`config.mk`:
```
export PLATFORM = sky130hd
export DESIGN_NAME = conv_frame_writer_flat
export DESIGN_NICKNAME = d
export VERILOG_FILES = /design/src/rtl/conv_pkg.sv /design/src/rtl/conv_frame_writer_if.sv /design/src/rtl/conv_frame_writer_fifo.sv /design/src/rtl/conv_frame_writer.sv /design/src/flat_wrapper.sv
export SDC_FILE = /design/constraint.sdc
export NUM_CORES = 1
export LEC_CHECK = 0
export CAP_MARGIN = 0
export CORE_ASPECT_RATIO = 1.25
export CORE_UTILIZATION = 45
export DETAILED_ROUTE_END_ITERATION = 10
export PLACE_DENSITY = 0.6
export SLEW_MARGIN = 40
export SYNTH_ARGS = -nofsm -noshare
export SYNTH_HDL_FRONTEND = slang
export SYNTH_SLANG_ARGS = --single-unit
```
`constraint.sdc`:
```
create_clock -name iCLK -period 11.4 [get_ports iCLK]
set_input_delay 3.42 -clock iCLK [delete_from_list [all_inputs] [get_ports iCLK]]
set_output_delay 3.42 -clock iCLK [all_outputs]
set_load 0.03 [all_outputs]
```
`src/rtl/conv_pkg.sv`:
```
// Shared types and defaults for the convolution frame writer.
// Holds the capture FSM encoding, the warm-up border width and counter sizing.
package conv_pkg;

    typedef enum logic [1:0] {
        ST_IDLE,
        ST_ARMED,
        ST_CAPTURE,
        ST_DRAIN
    } state_e;

    localparam int BORDER         = 2;
    localparam int DEF_WIDTH      = 640;
    localparam int DEF_HEIGHT     = 480;
    localparam int DEF_DATA_W     = 12;
    localparam int DEF_ADDR_W     = 19;
    localparam int DEF_FIFO_DEPTH = 16;

    // Bits needed to index 0..n-1; never less than one.
    function automatic int cnt_w(input int n);
        return (n > 1) ? $clog2(n) : 1;
    endfunction

endpackage

```
`src/rtl/conv_frame_writer_if.sv`:
```
// Pixel-stream input and frame-store write port of the frame writer.
// The master modport is the writer itself; slave is the surrounding environment.
interface conv_frame_writer_if
    import conv_pkg::*;
#(
    parameter int DATA_W = DEF_DATA_W,
    parameter int ADDR_W = DEF_ADDR_W
);
    logic [DATA_W-1:0] iDATA;
    logic              iDVAL;
    logic              iSTART;
    logic              oWR_REQ;
    logic [ADDR_W-1:0] oWR_ADDR;
    logic [DATA_W-1:0] oWR_DATA;
    logic              iWR_ACK;
    logic              oBUSY;
    logic              oDONE;
    logic              oOVERFLOW;

    modport master (
        input  iDATA, iDVAL, iSTART, iWR_ACK,
        output oWR_REQ, oWR_ADDR, oWR_DATA, oBUSY, oDONE, oOVERFLOW
    );

    modport slave (
        output iDATA, iDVAL, iSTART, iWR_ACK,
        input  oWR_REQ, oWR_ADDR, oWR_DATA, oBUSY, oDONE, oOVERFLOW
    );
endinterface

```
`src/rtl/conv_frame_writer_fifo.sv`:
```
// Show-ahead FIFO with a registered head word, so dout never depends on push/pop
// in the current cycle. Push on a full FIFO is accepted only if a pop happens too.
module pix_fifo
    import conv_pkg::*;
#(
    parameter int DEPTH = DEF_FIFO_DEPTH,
    parameter int WIDTH = DEF_ADDR_W + DEF_DATA_W
) (
    input  logic             clk,
    input  logic             rst,
    input  logic             push,
    input  logic [WIDTH-1:0] din,
    input  logic             pop,
    output logic [WIDTH-1:0] dout,
    output logic             full,
    output logic             empty
);
    localparam int PW = cnt_w(DEPTH);
    localparam int CW = $clog2(DEPTH) + 1;

    logic [WIDTH-1:0] mem [DEPTH];
    logic [PW-1:0]    wr_ptr_q, wr_ptr_d;
    logic [PW-1:0]    rd_ptr_q, rd_ptr_d;
    logic [CW-1:0]    count_q, count_d;
    logic [WIDTH-1:0] dout_q, dout_d;
    logic             do_push, do_pop;

    assign full  = (count_q == CW'(DEPTH));
    assign empty = (count_q == '0);
    assign dout  = dout_q;

    // NOTE: every signal driven here gets a default first, so no path can infer a latch.
    always_comb begin
        do_pop   = pop && !empty;
        do_push  = push && (!full || do_pop);
        wr_ptr_d = wr_ptr_q + PW'(do_push);
        rd_ptr_d = rd_ptr_q + PW'(do_pop);
        count_d  = count_q + CW'(do_push) - CW'(do_pop);
        dout_d   = dout_q;
        if ((count_q - CW'(do_pop)) != '0) begin
            dout_d = mem[rd_ptr_d];
        end else if (do_push) begin
            dout_d = din;
        end
    end

    // NOTE: the storage array has no reset; an entry is only ever read after it was written.
    always_ff @(posedge clk) begin
        if (do_push) begin
            mem[wr_ptr_q] <= din;
        end
    end

    // NOTE: sequential state uses non-blocking assignments so all flops update together.
    always_ff @(posedge clk or posedge rst) begin
        if (rst) begin
            wr_ptr_q <= '0;
            rd_ptr_q <= '0;
            count_q  <= '0;
            dout_q   <= '0;
        end else begin
            wr_ptr_q <= wr_ptr_d;
            rd_ptr_q <= rd_ptr_d;
            count_q  <= count_d;
            dout_q   <= dout_d;
        end
    end

endmodule

```
`src/rtl/conv_frame_writer.sv`:
```
// Captures one raster frame from the filter stream, blanks the warm-up border and
// queues one addressed write per pixel towards the frame store.
module conv_frame_writer
    import conv_pkg::*;
#(
    parameter int WIDTH      = DEF_WIDTH,
    parameter int HEIGHT     = DEF_HEIGHT,
    parameter int DATA_W     = DEF_DATA_W,
    parameter int ADDR_W     = DEF_ADDR_W,
    parameter int FIFO_DEPTH = DEF_FIFO_DEPTH
) (
    input  logic         iCLK,
    input  logic         iRST,
    conv_frame_writer_if.master bus
);
    localparam int XW = cnt_w(WIDTH);
    localparam int YW = cnt_w(HEIGHT);
    localparam int EW = ADDR_W + DATA_W;

    state_e            state_q, state_d;
    logic [XW-1:0]     x_q, x_d;
    logic [YW-1:0]     y_q, y_d;
    logic [ADDR_W-1:0] base_q, base_d;
    logic              overflow_q, overflow_d;
    logic              done_q, done_d;

    logic              accept, pop, last_x, last_px;
    logic              fifo_full, fifo_empty;
    logic [DATA_W-1:0] pix_data;
    logic [EW-1:0]     push_entry, head;

    assign accept   = bus.iDVAL && (state_q == ST_ARMED || state_q == ST_CAPTURE);
    assign pop      = !fifo_empty && bus.iWR_ACK;
    assign last_x   = (x_q == XW'(WIDTH - 1));
    assign last_px  = last_x && (y_q == YW'(HEIGHT - 1));
    // The first BORDER rows and columns are filter warm-up and carry no real pixel.
    assign pix_data = (int'(x_q) < BORDER || int'(y_q) < BORDER) ? '0 : bus.iDATA;
    assign push_entry = {base_q + ADDR_W'(x_q), pix_data};

    pix_fifo #(
        .DEPTH (FIFO_DEPTH),
        .WIDTH (EW)
    ) u_fifo (
        .clk   (iCLK),
        .rst   (iRST),
        .push  (accept),
        .din   (push_entry),
        .pop   (pop),
        .dout  (head),
        .full  (fifo_full),
        .empty (fifo_empty)
    );

    always_comb begin
        state_d    = state_q;
        x_d        = x_q;
        y_d        = y_q;
        base_d     = base_q;
        overflow_d = overflow_q;
        done_d     = 1'b0;
        case (state_q)
            ST_IDLE: begin
                if (bus.iSTART) begin
                    state_d    = ST_ARMED;
                    x_d        = '0;
                    y_d        = '0;
                    base_d     = '0;
                    overflow_d = 1'b0;
                end
            end
            ST_ARMED, ST_CAPTURE: begin
                if (accept) begin
                    if (fifo_full && !pop) begin
                        overflow_d = 1'b1;
                    end
                    state_d = last_px ? ST_DRAIN : ST_CAPTURE;
                    // Counters advance even on a dropped pixel to keep later addresses aligned.
                    if (last_x) begin
                        x_d    = '0;
                        y_d    = y_q + 1'b1;
                        base_d = base_q + ADDR_W'(WIDTH);
                    end else begin
                        x_d = x_q + 1'b1;
                    end
                end
            end
            ST_DRAIN: begin
                if (fifo_empty) begin
                    state_d = ST_IDLE;
                    done_d  = 1'b1;
                end
            end
            default: state_d = ST_IDLE;
        endcase
    end

    always_ff @(posedge iCLK or posedge iRST) begin
        if (iRST) begin
            state_q    <= ST_IDLE;
            x_q        <= '0;
            y_q        <= '0;
            base_q     <= '0;
            overflow_q <= 1'b0;
            done_q     <= 1'b0;
        end else begin
            state_q    <= state_d;
            x_q        <= x_d;
            y_q        <= y_d;
            base_q     <= base_d;
            overflow_q <= overflow_d;
            done_q     <= done_d;
        end
    end

    assign bus.oWR_REQ   = !fifo_empty;
    assign bus.oWR_ADDR  = head[EW-1:DATA_W];
    assign bus.oWR_DATA  = head[DATA_W-1:0];
    assign bus.oBUSY     = (state_q != ST_IDLE);
    assign bus.oDONE     = done_q;
    assign bus.oOVERFLOW = overflow_q;

endmodule

```
`src/flat_wrapper.sv`:
```
// flat-port wrapper written by rule: the top's interface ports become plain ports
module conv_frame_writer_flat import conv_pkg::*;
#(
    parameter int WIDTH      = DEF_WIDTH,
    parameter int HEIGHT     = DEF_HEIGHT,
    parameter int DATA_W     = DEF_DATA_W,
    parameter int ADDR_W     = DEF_ADDR_W,
    parameter int FIFO_DEPTH = DEF_FIFO_DEPTH
)
  (iCLK, iRST, bus_iDATA, bus_iDVAL, bus_iSTART, bus_iWR_ACK, bus_oWR_REQ, bus_oWR_ADDR, bus_oWR_DATA, bus_oBUSY, bus_oDONE, bus_oOVERFLOW);
  conv_frame_writer_if #(.DATA_W(DATA_W), .ADDR_W(ADDR_W)) bus_i ();
  input  logic iCLK;
  input  logic iRST;
  input wire logic [$bits(bus_i.iDATA)-1:0] bus_iDATA;
  input wire logic [$bits(bus_i.iDVAL)-1:0] bus_iDVAL;
  input wire logic [$bits(bus_i.iSTART)-1:0] bus_iSTART;
  input wire logic [$bits(bus_i.iWR_ACK)-1:0] bus_iWR_ACK;
  output wire logic [$bits(bus_i.oWR_REQ)-1:0] bus_oWR_REQ;
  output wire logic [$bits(bus_i.oWR_ADDR)-1:0] bus_oWR_ADDR;
  output wire logic [$bits(bus_i.oWR_DATA)-1:0] bus_oWR_DATA;
  output wire logic [$bits(bus_i.oBUSY)-1:0] bus_oBUSY;
  output wire logic [$bits(bus_i.oDONE)-1:0] bus_oDONE;
  output wire logic [$bits(bus_i.oOVERFLOW)-1:0] bus_oOVERFLOW;
  assign bus_i.iDATA = bus_iDATA;
  assign bus_i.iDVAL = bus_iDVAL;
  assign bus_i.iSTART = bus_iSTART;
  assign bus_i.iWR_ACK = bus_iWR_ACK;
  assign bus_oWR_REQ = bus_i.oWR_REQ;
  assign bus_oWR_ADDR = bus_i.oWR_ADDR;
  assign bus_oWR_DATA = bus_i.oWR_DATA;
  assign bus_oBUSY = bus_i.oBUSY;
  assign bus_oDONE = bus_i.oDONE;
  assign bus_oOVERFLOW = bus_i.oOVERFLOW;
  conv_frame_writer #(.WIDTH(WIDTH), .HEIGHT(HEIGHT), .DATA_W(DATA_W), .ADDR_W(ADDR_W), .FIFO_DEPTH(FIFO_DEPTH)) u_core (.iCLK(iCLK), .iRST(iRST), .bus(bus_i));
endmodule
```
==> reports/results.tsv <==
metric	value	unit
Mapped Area	23100	um^2
total power	7.28	mW
# diodes	0	
Max-cap violations	0	
Hold Violations, Final	0	
number of gates resized after CTS	0	
Top FF cell, synth	edfxtp_1	
die height	256	um
Post-Synthesis Cells	1234	
Final nets	1351	
Setup violations, final	0	
worst path cell trace	clkdlybuf4s50_1 -> and2_1 -> ha_4 -> ha_4 -> buf_4 -> mux4_2 -> mux4_2 -> nand2_1 -> o21ai_0	
hpwl dp	28.5	mm
Avg Vias per Cell	5.78	
PwrDens	273	nW/um^2
R2R Path Start	u_core.u_fifo.count_q[2]	
Post-Syn Area per Cell	18.8	um^2
yosys warns	0	
area of the die	52400	um^2
Sequential Area	16900	um^2
CP top delay family	buffers and inverters	
Pins Over Slew Limit	0	
share of cells above drive strength 1	22.0	%
Post-synth ARST share	13.7	%
Seq/Total Area, Yosys	72.9	%
flop2flop setup slack	6.87	ns
TritonRoute pass-1 iters	5	
clock tree sinks	575	
first-pass GRT wire length	78.9	mm
hold buffers post-CTS	0	
DRC errors left	0	
vias	11661	
largest net degree at the start of global routing	88	
CTS tree	done	
period utilization	55.8	%
Yosys top cell by area	edfxtp_1	
IO buf count	51	
Peak VDD IR	0.274	mV
Routed WL	52.0	mm
root buf cell	clkbuf_16	
core box area	50600	um^2
CP startpoint	bus_iWR_ACK	
syn_nets	1273	
Buffers & Inverters on Critical Path	2	
worst-case clock skew	0.0144	ns
Starting Density	45.7	%
share of the synthesized area in the top cell type	64.3	%
total CTS buffers	55	
Area growth syn-to-layout	15.0	%
crit-path max cell delay	0.69	ns
Seq cells post-synth	575	
deepest clock path buffer count	3	
Critical Path End	u_core.u_fifo.dout[23]	
LEAKAGE	8.91	nW
area of the multi-input gates	6140	um^2
final critical-path required period	6.36	ns
wire per inst	25.8	um
Clk Latency, worst-skew pair	0.60	ns
Critical Path End Type	flop	
vias in the first global route	12359	
I/O pin total	52	
Netlist cell types	54	
count leader, synth	edfxtp_1	
GP Congestion	0.751	
gr ovfl total	0	
Worst-path clk slew	0.06	ns
Post-synth EDFFs	496	
Worst EP required	11.85	ns
Initial DRC Count	1008	
Post-synth top cells	edfxtp_1, mux4_2, nand2_1	
r2r endpoint	u_core.u_fifo.dout[23]	
Worst Path Max Fanout	44	
initial antenna violation count	0	
Stages on worst setup path	9	
setup repair bufs after CTS	0	
Final ANT Viol Nets	0	
status	finished, final reports clean	
kind of critical path	input port to flop	
overall routing resource usage	20.5	%
HP Class	flop to flop	
Die W	205	um
site row count	92	
R2R cell count	12	
Synth area leaders	edfxtp_1, mux4_2, dfrtp_1	
Max-slew headroom	46.2	%
TNS Setup	0	ns
Max Clk Rate	0.157	GHz
Filler cells	4037	
crit path DAT	6.81	ns
RSZ-0062 raised after global routing	false	
startpoint types	input port	
H-tree levels	2	
CP max stage cell	ha_4	
Worst-Margin Slew	0.807	ns
==> where the power goes <==
part | switching, mW | internal (mW) | total (mW) | leakage (nW)
Combinational | 1.56 | 1.12 | 2.68 | 2.48
Clock | 0.783 | 1.09 | 1.87 | 0.912
Sequential | 0.141 | 2.59 | 2.73 | 5.51
Total | 2.48 | 4.80 | 7.28 | 8.91
==> cell type report <==
cell class,count,area share [%]
Multi-Input combinational cell,571,23.1
Tap cell,658,3.09
Inverter,22,0.324
Timing Repair Buffer,87,3.10
Clock inverter,30,1.23
Clock buffer,74,5.78
Sequential cell,575,63.4
==> layout by cell type (no fill, tap or decap), types with 7 or more instances in the layout <==
cell type and count:
a32o_1 12, nand2_1 83, and2_1 25, clkbuf_8 7
xor2_2 7, dfrtp_1 79, a221oi_1 20, nor4_1 10
nor2_1 53, nor3_1 12, edfxtp_1 496, xor2_1 11
mux2i_1 41, clkdlybuf4s50_1 51, inv_1 20, a211oi_1 12
clkinv_2 13, clkbuf_16 56, nor2_4 10, xnor2_1 22
o21ai_0 17, nand3_1 13, clkbuf_1 11, ha_1 19
buf_4 32, mux4_2 127
==> worst reg2reg max path: cells and delay by family, from the launching register on <==
family / cells / cell delay, ns
adder cells (fa/ha/maj): 3 / 1.10
flip-flops: 1 / 0.41
buffers and inverters: 2 / 0.87
AO/OA/AOI/OAI: 1 / 0.11
AND/OR/NAND/NOR: 4 / 1.00
multiplexers: 2 / 0.89
==> logic make-up (layout without fill, tap and decap cells) <==
logic type / after synthesis / in the layout / share of synthesized area, %
muxes: 168 / 168 / 14.1
and+or+nand+nor: 252 / 252 / 5.33
DFF: 575 / 575 / 72.9
buffers and inverters: 88 / 213 / 1.78
AOI/OAI and AO/OA: 88 / 88 / 3.10
adders and majority gates: 22 / 22 / 1.22
xor gates and xnor gates: 41 / 41 / 1.55
==> worst min-delay path by stage <==
stage	start	to	cells after the start
after floorplan	u_core.u_fifo.rd_ptr_q[0]	u_core.u_fifo.rd_ptr_q[0]	1
after global placement	u_core.bus.oOVERFLOW	u_core.bus.oOVERFLOW	2
after detailed placement	u_core.bus.oOVERFLOW	u_core.bus.oOVERFLOW	2
after CTS	u_core.bus.oOVERFLOW	u_core.bus.oOVERFLOW	2
after global routing	u_core.bus.oOVERFLOW	u_core.bus.oOVERFLOW	2
final	u_core.bus.oOVERFLOW	u_core.bus.oOVERFLOW	2
==> stage by stage <==
stage | worst slack [ns] | utilization (%) | hold WS, ns | cells | area [um^2]
detailed placement | 4.41 | 48.8 | 0.495 | 1911 | 24700
global placement | 4.19 | 48.6 | 0.494 | 1910 | 24600
finish | 5.04 | 52.5 | 0.505 | 2017 | 26600
global route | 4.93 | 52.5 | 0.550 | 2017 | 26600
floorplan | 3.99 | - | 0.478 | 1234 | 23100
CTS | 5.04 | 52.5 | 0.514 | 2015 | 26600
==> state kept, by name, summed over array words and instances (netlist names), 4 cells and up <==
| signal | flops |
|---|---|
| u_core.u_fifo.dout | 31 |
| u_core.u_fifo.count_q | 5 |
| u_core.y_q | 9 |
| u_core.x_q | 10 |
| u_core.u_fifo.mem | 496 |
| u_core.u_fifo.wr_ptr_q | 4 |
| u_core.u_fifo.rd_ptr_q | 4 |
| u_core.base_q | 12 |
==> layer usage <==
metal / part of all wire, % / vias to the layer above / global-route usage [%] / routed length (um)
li1: - / 5082 / - / -
met1: 43 / 6214 / 28.8 / 22500
met5: 0 / - / 0 / 0
met4: 1.6 / 0 / 4.67 / 829
met2: 51 / 303 / 34.0 / 26300
met3: 4.7 / 62 / 2.86 / 2430
No activity file was read; power rests on OpenSTA's default activity.
